`src/rtl/uart_rx_fifo_v2.sv`:
```
// UART receive path: 2-FF line synchroniser, oversampling frame FSM with parity, stop and break
// checking, and a first-word-fall-through FIFO whose entries carry per-word error tags.
module uart_rx_fifo_v2 #(
   parameter  int D_W       = 8,
   parameter  int B_TICK    = 16,
   parameter  int DEPTH     = 64,
   parameter  int STOP_BITS = 1,
   localparam int AW        = $clog2(DEPTH)
) (
   input  logic           clk,
   input  logic           rst,
   input  logic           b_tick,
   output logic           b_en,
   input  logic           rx_en,
   input  logic           rx_data,
   input  logic [1:0]     par_mode,
   input  logic           rd_en,
   output logic [D_W-1:0] rd_data,
   output logic           rd_perr,
   output logic           rd_ferr,
   output logic           ff_empty,
   output logic           ff_full,
   output logic [AW:0]    ff_count,
   output logic           ovr_err,
   input  logic           ovr_clr,
   output logic           brk_det,
   output logic           busy,
   output logic [2:0]     dbg_state
);

   localparam int TW = $clog2(B_TICK);
   localparam int BW = $clog2(D_W);
   localparam int EW = D_W + 2;
   localparam logic [TW-1:0] TICK_LAST = TW'(B_TICK - 1);
   localparam logic [TW-1:0] HALF_LAST = TW'(B_TICK / 2 - 1);
   localparam logic [BW-1:0] BIT_LAST  = BW'(D_W - 1);
   localparam logic          STOP_LAST = (STOP_BITS == 2);

   typedef enum logic [2:0] {
      S_IDLE   = 3'd0,
      S_START  = 3'd1,
      S_DATA   = 3'd2,
      S_PARITY = 3'd3,
      S_STOP   = 3'd4,
      S_BRK    = 3'd5
   } state_t;

   state_t          state_q, state_n;
   logic [1:0]      sync_q;
   logic            rx_s;
   logic [TW-1:0]   tick_q, tick_n;
   logic [BW-1:0]   bit_q, bit_n;
   logic [D_W-1:0]  data_q, data_n;
   logic            pbit_q, pbit_n;
   logic [1:0]      pmode_q, pmode_n;
   logic            ferr_q, ferr_n;
   logic            stop_q, stop_n;
   logic            tick_last, par_en, par_odd;
   logic            stop_smp, brk_hit, push;
   logic            ferr_w, perr_w;

   // Two flops bring the asynchronous line into the clock domain; idle-high reset value
   // keeps a reset release from looking like a start bit.
   always_ff @(posedge clk or negedge rst) begin
      if (!rst) begin
         sync_q <= 2'b11;
         b_en   <= 1'b0;
      end else begin
         sync_q <= {sync_q[0], rx_data};
         b_en   <= rx_en;
      end
   end

   assign rx_s      = sync_q[1];
   assign tick_last = b_tick && (tick_q == TICK_LAST);
   assign par_en    = pmode_q[0] ^ pmode_q[1];
   assign par_odd   = (pmode_q == 2'b10);
   assign ferr_w    = ferr_q | ~rx_s;
   assign perr_w    = par_en & (par_odd ? ~^{data_q, pbit_q} : ^{data_q, pbit_q});

   // State register with the frame datapath registers.
   always_ff @(posedge clk or negedge rst) begin
      if (!rst) begin
         state_q <= S_IDLE;
         tick_q  <= '0;
         bit_q   <= '0;
         data_q  <= '0;
         pbit_q  <= 1'b0;
         pmode_q <= 2'b00;
         ferr_q  <= 1'b0;
         stop_q  <= 1'b0;
         brk_det <= 1'b0;
      end else begin
         state_q <= state_n;
         tick_q  <= tick_n;
         bit_q   <= bit_n;
         data_q  <= data_n;
         pbit_q  <= pbit_n;
         pmode_q <= pmode_n;
         ferr_q  <= ferr_n;
         stop_q  <= stop_n;
         brk_det <= brk_hit;
      end
   end

   // Next-state logic; counters only move on b_tick.
   always_comb begin
      state_n = state_q;
      tick_n  = tick_q;
      bit_n   = bit_q;
      data_n  = data_q;
      pbit_n  = pbit_q;
      pmode_n = pmode_q;
      ferr_n  = ferr_q;
      stop_n  = stop_q;
      case (state_q)
         S_IDLE: begin
            if (!rx_s) begin
               state_n = S_START;
               tick_n  = '0;
               pmode_n = par_mode;
            end
         end
         S_START: begin
            if (b_tick) begin
               if (tick_q == HALF_LAST) begin
                  tick_n  = '0;
                  bit_n   = '0;
                  state_n = rx_s ? S_IDLE : S_DATA;
               end else begin
                  tick_n = tick_q + 1'b1;
               end
            end
         end
         S_DATA: begin
            if (b_tick) begin
               if (tick_last) begin
                  tick_n = '0;
                  data_n = {rx_s, data_q[D_W-1:1]};
                  if (bit_q == BIT_LAST) begin
                     state_n = par_en ? S_PARITY : S_STOP;
                     pbit_n  = 1'b0;
                     ferr_n  = 1'b0;
                     stop_n  = 1'b0;
                  end else begin
                     bit_n = bit_q + 1'b1;
                  end
               end else begin
                  tick_n = tick_q + 1'b1;
               end
            end
         end
         S_PARITY: begin
            if (b_tick) begin
               if (tick_last) begin
                  tick_n  = '0;
                  pbit_n  = rx_s;
                  state_n = S_STOP;
               end else begin
                  tick_n = tick_q + 1'b1;
               end
            end
         end
         S_STOP: begin
            if (b_tick) begin
               if (tick_last) begin
                  tick_n = '0;
                  ferr_n = ferr_w;
                  stop_n = stop_q + 1'b1;
                  if (brk_hit)                 state_n = S_BRK;
                  else if (stop_q == STOP_LAST) state_n = S_IDLE;
               end else begin
                  tick_n = tick_q + 1'b1;
               end
            end
         end
         S_BRK: begin
            if (rx_s) state_n = S_IDLE;
         end
         default: state_n = S_IDLE;
      endcase
      // Disabling the receiver abandons whatever frame is in flight.
      if (!rx_en) state_n = S_IDLE;
   end

   // Output logic: break is an all-zero frame whose first stop sample is also low.
   always_comb begin
      stop_smp  = rx_en && (state_q == S_STOP) && tick_last;
      brk_hit   = stop_smp && !stop_q && (data_q == '0) && !pbit_q && !rx_s;
      push      = stop_smp && !brk_hit && (stop_q == STOP_LAST);
      busy      = (state_q != S_IDLE);
      dbg_state = state_q;
   end

   // FIFO read side: rd_en is a pop request qualified by !ff_empty; the head word is
   // valid whenever ff_empty is low and a pop takes effect on the same rising edge.
   logic [EW-1:0] mem [DEPTH];
   logic [AW:0]   wr_ptr, rd_ptr;
   logic [EW-1:0] head;
   logic          do_pop, do_push;

   assign ff_empty = (wr_ptr == rd_ptr);
   assign ff_full  = (wr_ptr[AW] != rd_ptr[AW]) && (wr_ptr[AW-1:0] == rd_ptr[AW-1:0]);
   assign ff_count = wr_ptr - rd_ptr;
   assign do_pop   = rd_en && !ff_empty;
   assign do_push  = push && (!ff_full || do_pop);
   assign head     = mem[rd_ptr[AW-1:0]];
   assign rd_data  = ff_empty ? '0   : head[D_W-1:0];
   assign rd_perr  = ff_empty ? 1'b0 : head[D_W];
   assign rd_ferr  = ff_empty ? 1'b0 : head[D_W+1];

   always_ff @(posedge clk) begin
      if (do_push) mem[wr_ptr[AW-1:0]] <= {ferr_w, perr_w, data_q};
   end

   always_ff @(posedge clk or negedge rst) begin
      if (!rst) begin
         wr_ptr  <= '0;
         rd_ptr  <= '0;
         ovr_err <= 1'b0;
      end else begin
         if (do_push) wr_ptr <= wr_ptr + 1'b1;
         if (do_pop)  rd_ptr <= rd_ptr + 1'b1;
         if (push && ff_full && !do_pop) ovr_err <= 1'b1;
         else if (ovr_clr)               ovr_err <= 1'b0;
      end
   end

endmodule

```
`config.mk`:
```
export PLATFORM = sky130hd
export DESIGN_NAME = uart_rx_fifo_v2
export DESIGN_NICKNAME = d
export VERILOG_FILES = /design/src/rtl/uart_rx_fifo_v2.sv
export SDC_FILE = /design/constraint.sdc
export NUM_CORES = 1
export LEC_CHECK = 0
export CAP_MARGIN = 20
export CORE_MARGIN = 5
export CORE_UTILIZATION = 43
export DETAILED_ROUTE_END_ITERATION = 12
export GPL_TIMING_DRIVEN = 0
export SETUP_SLACK_MARGIN = 0.15
export SLEW_MARGIN = 15
export SYNTH_ARGS = -nofsm -noshare
export SYNTH_HDL_FRONTEND = slang
export SYNTH_SLANG_ARGS = --single-unit
```
`constraint.sdc`:
```
create_clock -name clk -period 4.5 [get_ports clk]
set_input_delay 0.675 -clock clk [delete_from_list [all_inputs] [get_ports clk]]
set_output_delay 0.675 -clock clk [all_outputs]
set_load 0.01 [all_outputs]
```
Word-level counts from Yosys, hierarchy flattened
Memories as Yosys holds them, arrays and structs flattened.
Index checks and enable logic that the tools add are counted.
- add/subtract/negate cells: 6
- equality and inequality tests: 36
- multiplexer cells: 49
- bitwise logic cells: 5
- reduce and logical (&&, ||, !) cells: 40
- operator list (kind ; number):
    $mux 3 ; 20
    $ne 3x3->1 const B ; 11
    $ne 2x2->1 const B ; 11
    $mux 4 ; 5
    $pmux 3 s6 ; 1
    $reduce_and 6->1 ; 3
    $mux 1 ; 16
    $add 7x1->7 const B ; 2
    $logic_and 1x1->1 ; 14
    $pmux 4 s3 ; 1
    $reduce_and 12->1 ; 1
    $eq 3x3->1 const B ; 3
    $reduce_xnor 9->1 ; 1
    $reduce_xor 9->1 ; 1
    $logic_not 8->1 ; 1
    $mux 8 ; 1
    $reduce_bool 2->1 ; 4
    $eq 7x7->1 ; 1
    $logic_not 1->1 ; 7
    $sub 7x7->7 ; 1
    $eq 3x2->1 const B ; 2
    $eq 6x6->1 ; 1
    $pmux 1 s2 ; 3
    $pmux 3 s2 ; 1
    other kinds (22) ; 24
- flip-flop bits (word level): 42
- RAM bits: 640
- word-level logic and storage cells: 151
- memories: 1
- memories (name ; words ; width ; rd ports ; clocked after Yosys merged registers in ; write ports ; RTL line ; source):
    mem ; 64 ; 10 ; 1 ; 0 ; 1 ; 197 ; logic [EW-1:0] mem [DEPTH];

Logic depth before layout (Yosys ltp)
- depth after elaboration: 13
- depth in mapped cells: 11

Worst setup path before layout
Ideal clock, no wire load.
- path type: reg2reg
- from: register data_q[6]
- to: memory mem[0][8] (netlist bit) (data pin)
- data arrival time: 3.216 ns
- path slack: 0.785 ns
- stages on the path, launching flop included: 6
- buffers on the path: 0
- cell sequence: dfrtp_1 xnor2_1 xnor2_1 xnor2_1 xnor2_1 nor2_1
- word-level cells in the longest chain between the ends: 3
- elaborated cells on any way between the ends: 4
- classes of those cells: mux (1); bitwise (1); reduce/logical (2)
- RTL lines (item ; RTL line ; source):
    from (decl) ; 53 ; logic [D_W-1:0] data_q, data_n;
    from (signal assigned) ; 97 ; data_q <= data_n;
    $reduce_xor 9->1 or $reduce_xnor 9->1 (tied branches) ; 79 ; assign perr_w = par_en & (par_odd ? ~^{data_q, pbit_q} : ^{data_q, pbit_q});
    $mux 1 * ; 79 ;
    $and 1x1->1 * ; 79 ;
    named net perr_w ; 60 ; logic ferr_w, perr_w;
    to (decl) ; 197 ;
Mark *: on every way through the listed nets, which the timed path passes. The rest lies on a longest branch.

Worst setup path after layout
- from: register rd_ptr[2]
- to: output rd_data[3]
- word-level cells in the longest chain between the ends: 2
- elaborated cells on any way between the ends: 3
- classes of those cells: eq/ne (1); mux (1); memory (1)
- RTL lines (item ; RTL line ; source):
    from (decl) ; 198 ; logic [AW:0] wr_ptr, rd_ptr;
    from (signal assigned) ; 223 ; if (do_pop) rd_ptr <= rd_ptr + 1'b1;
    $mem_v2 64x10 or $eq 7x7->1 (tied branches) ; n/a ;
    $mux 8 * ; 208 ; assign rd_data = ff_empty ? '0 : head[D_W-1:0];
    to (decl) ; 18 ; output logic [D_W-1:0] rd_data,
Every way passes the cells marked *; elsewhere a longest branch is shown, timed or not.

==> flow_metrics.py <==
metrics = {
    "timing": {
        "finalHoldViolCount": 0,
        "grt_setup_unrepaired": "no",
        "setup_ws_ps": 224,
        "fmax_mhz": 234,
        "finalSetupViolations": 0,
        "worst_pin_slew_ps": 1130,
        "fin_skew_ps": 15.7,
        "period_minus_slack_ps": 4280,
        "slew_violations": 0,
        "fin_crit_sh": 0.950,
        "final.setup.tns_ps": 0,
        "slew_headroom": 0.241,
    },
    "detailed_routing": {
        "wl_per_cell_um": 28.0,
        "vias": 13900,
        "ant_nets": 0,
        "drtPass1Iterations": 5,
        "drt_iter0_drc": 1386,
        "wl_um": 67500,
        "drc": 0,
        "vias_per_cell": 5.77,
    },
    "floorplan": {
        "dieArea_um2": 67600,
        "core_um2": 61800,
        "rows": 91,
        "die_w_um": 260,
        "die_y_um": 260,
        "io_pins": 35,
        "initial_core_util": 0.435,
    },
    "hold_path": {
        "min_from": "sync_q[0]",
        "hold_depth": 0,
        "whs_endpoint": "sync_q[1]",
        "hold_class": "reg2reg",
    },
    "place": {
        "numPortBuffers": 33,
        "pre_cts_slack_ps": -1490,
        "globalplace.congestion": 0.880,
        "hpwl_um": 44000,
        "placed_cell_area_um2": 28500,
    },
    "power_and_ir_drop": {
        "p_sw_mw": 5.26,
        "p_seq_frac": 0.411,
        "swShare": 0.306,
        "p_clk_frac": 0.324,
        "power.internal_mw": 11.9,
        "p_comb_frac": 0.264,
        "finalPower_mw": 17.2,
        "ir_drop_mv": 0.264,
        "power_density_nw_per_um2": 551,
        "p_leak_nw": 11.1,
    },
    "clock_network": {
        "clock_latency_ps": 600,
        "cts.sinks": 682,
        "path_clk_slew_ps": 60,
        "clk_path_buf_depth": 3,
        "cts_tree": "done",
        "cts-root-buf": "clkbuf_16",
        "cts_buffers": 71,
        "cts_max_level": 3,
    },
    "worst_setup_path": {
        "cp_num_buf_inv": 5,
        "endpoint_kind": "output pin",
        "critPathMaxStageDelay_ps": 550,
        "cp.arrival_ps": 3600,
        "crit_chain": "buf_2 > inv_1 > buf_12 > ha_4 > nand4_1 > nor3b_4 > nand2b_1 > clkbuf_16 > a211oi_4 > a32o_2 > clkdlybuf4s50_1",
        "r2r_cells": 9,
        "critPathLaunchType": "flop",
        "crit_path_top_delay_cell": "clkdlybuf4s50_1",
        "rrSetupSlack_ps": 250,
        "cp_max_fo": 10,
        "rr_startpoint": "rd_ptr[2]",
        "crit_required_ps": 3830,
        "r2r-end": "mem[44][1]",
        "path_class": "reg2out",
        "cp_top_family": "buffers and inverters",
    },
    "run_status": {
        "outcome": "complete, no violations",
    },
    "logic_synthesis": {
        "ys.flop_type": "edfxtp_1",
        "synth_edf_count": 640,
        "async_flop_share": 0.0616,
        "synth_area_um2": 26900,
        "synth_cells": 1370,
        "ys_seq_area_frac": 0.754,
        "synth_nets": 1392,
        "syn_avg_cell_area_um2": 19.6,
        "ys_types": 61,
        "ys_warn_count": 0,
        "ys_ff_latch": 682,
    },
    "layout": {
        "final_cell_mix": "edfxtp_1, mux4_2, nor2_1, clkbuf_16, nand2_1",
        "fin_nets": 1532,
        "syn_to_final_growth_pct": 16.1,
        "layout-drive-gt1-share": 0.244,
        "finalInstanceArea_um2": 31200,
        "final_common_cell": "edfxtp_1",
    },
    "grt": {
        "grt_pass1_vias": 13900,
        "grt_util_all_layers": 0.199,
        "antenna_found_initial": 3,
        "grt_max_degree": 69,
        "grt_pass1_wl_um": 97100,
        "gr-total-overflow": 0,
    },
    "run": {
        "maxCapViolations": 0,
    },
}
## timing repair
action                                  CTS  global route
pin swaps                                 8             4
hold buffers                              1             0
gates resized for setup                 105            16
endpoints found under the setup margin  660            46
endpoints found under the hold margin    12             0
buffers inserted                          4             4
## area by class of cell
class	instances	area (µm²)
fillers	4898	30600
flip-flops and latches	682	20300
multi-input cells	608	6470
clock buffers	94	1950
well taps	837	1050
repair buffers	67	692
plain buffers	67	457
clock inverters	36	243
inverters	13	58.8
diodes	2	5.00
## power by group through the flow
stage | sequential, mW | combinational, mW | clock (mW)
after floorplan | 7.17 | 2.41 | 0
after global placement | 7.21 | 4.12 | 0
after detailed placement | 7.20 | 4.18 | 0
after CTS | 7.06 | 4.48 | 5.67
after global routing | 7.07 | 4.78 | 5.92
final | 7.07 | 4.54 | 5.58
## worst max-delay path by stage
stage | slack (ps) | depth (start not counted) | to | startpoint
floorplan | 780 | 5 | mem[0][8] | data_q[6]
global placement | -2100 | 5 | mem[28][8] | data_q[7]
detailed placement | -1490 | 11 | rd_data[3] | rd_ptr[4]
CTS | 120 | 11 | rd_data[3] | rd_ptr[4]
global route | 140 | 11 | rd_data[3] | rd_ptr[2]
finish | 220 | 11 | rd_data[3] | rd_ptr[2]
## sequential cells by signal, indices dropped and copies added (netlist names)
register and flops:
stop_q 1, sync_q 2, pmode_q 2, pbit_q 1, ovr_err 1, b_en 1, dbg_state 3, ferr_q 1
mem 640, data_q 8, bit_q 3, rd_ptr 7, tick_q 4, brk_det 1, wr_ptr 7
## logic make-up after synthesis
group                      share of synthesized area
buffers and inverters                         0.0122
xor gates and xnor gates                     0.00847
muxes                                          0.143
AOI/OAI and AO/OA                             0.0360
and+or+nand+nor                               0.0401
adders and majority gates                    0.00633
DFF                                            0.754
## cells in the mapped netlist (5+ instances only)
| cell | number | area [µm²] |
|---|---|---|
| o221ai_1 | 15 | 131 |
| a22oi_1 | 26 | 195 |
| nand3_1 | 24 | 120 |
| buf_2 | 22 | 110 |
| nand4_1 | 5 | 31.3 |
| a31oi_1 | 8 | 50.1 |
| edfxtp_1 | 640 | 19200 |
| nand3b_1 | 6 | 45.0 |
| ha_1 | 12 | 150 |
| buf_1 | 9 | 33.8 |
| a21oi_1 | 20 | 100 |
| mux2i_1 | 47 | 470 |
| a32o_1 | 11 | 110 |
| o21ai_0 | 22 | 110 |
| nor3_1 | 6 | 30.0 |
| xnor2_1 | 22 | 193 |
| o22ai_1 | 6 | 37.5 |
| mux2_2 | 10 | 113 |
| clkbuf_1 | 36 | 135 |
| nand2_1 | 53 | 199 |
| dfrtp_1 | 40 | 1000 |
| mux4_2 | 145 | 3270 |
| nand2b_1 | 7 | 43.8 |
| a211oi_1 | 7 | 52.6 |
| nor2_1 | 103 | 387 |
| inv_1 | 11 | 41.3 |
| a32oi_1 | 5 | 43.8 |
## layer usage
metal	GRT usage	vias to the layer above	share of wire
met3	0.0583	103	0.087
met1	0.278	7292	0.41
met4	0.0572	2	0.024
li1	-	5916	-
met5	0.0132	-	0.0017
met2	0.308	562	0.47
## stage by stage
stage / hold slack (ps) / util / instances
3_5_place_dp: 349 / 0.461 / 2252
5_1_grt: 367 / 0.505 / 2406
2_1_floorplan: 345 / - / 1370
6_report: 357 / 0.505 / 2406
4_1_cts: 360 / 0.502 / 2387
3_3_place_gp: 348 / 0.457 / 2240
Power figures use the tool's default switching activity.
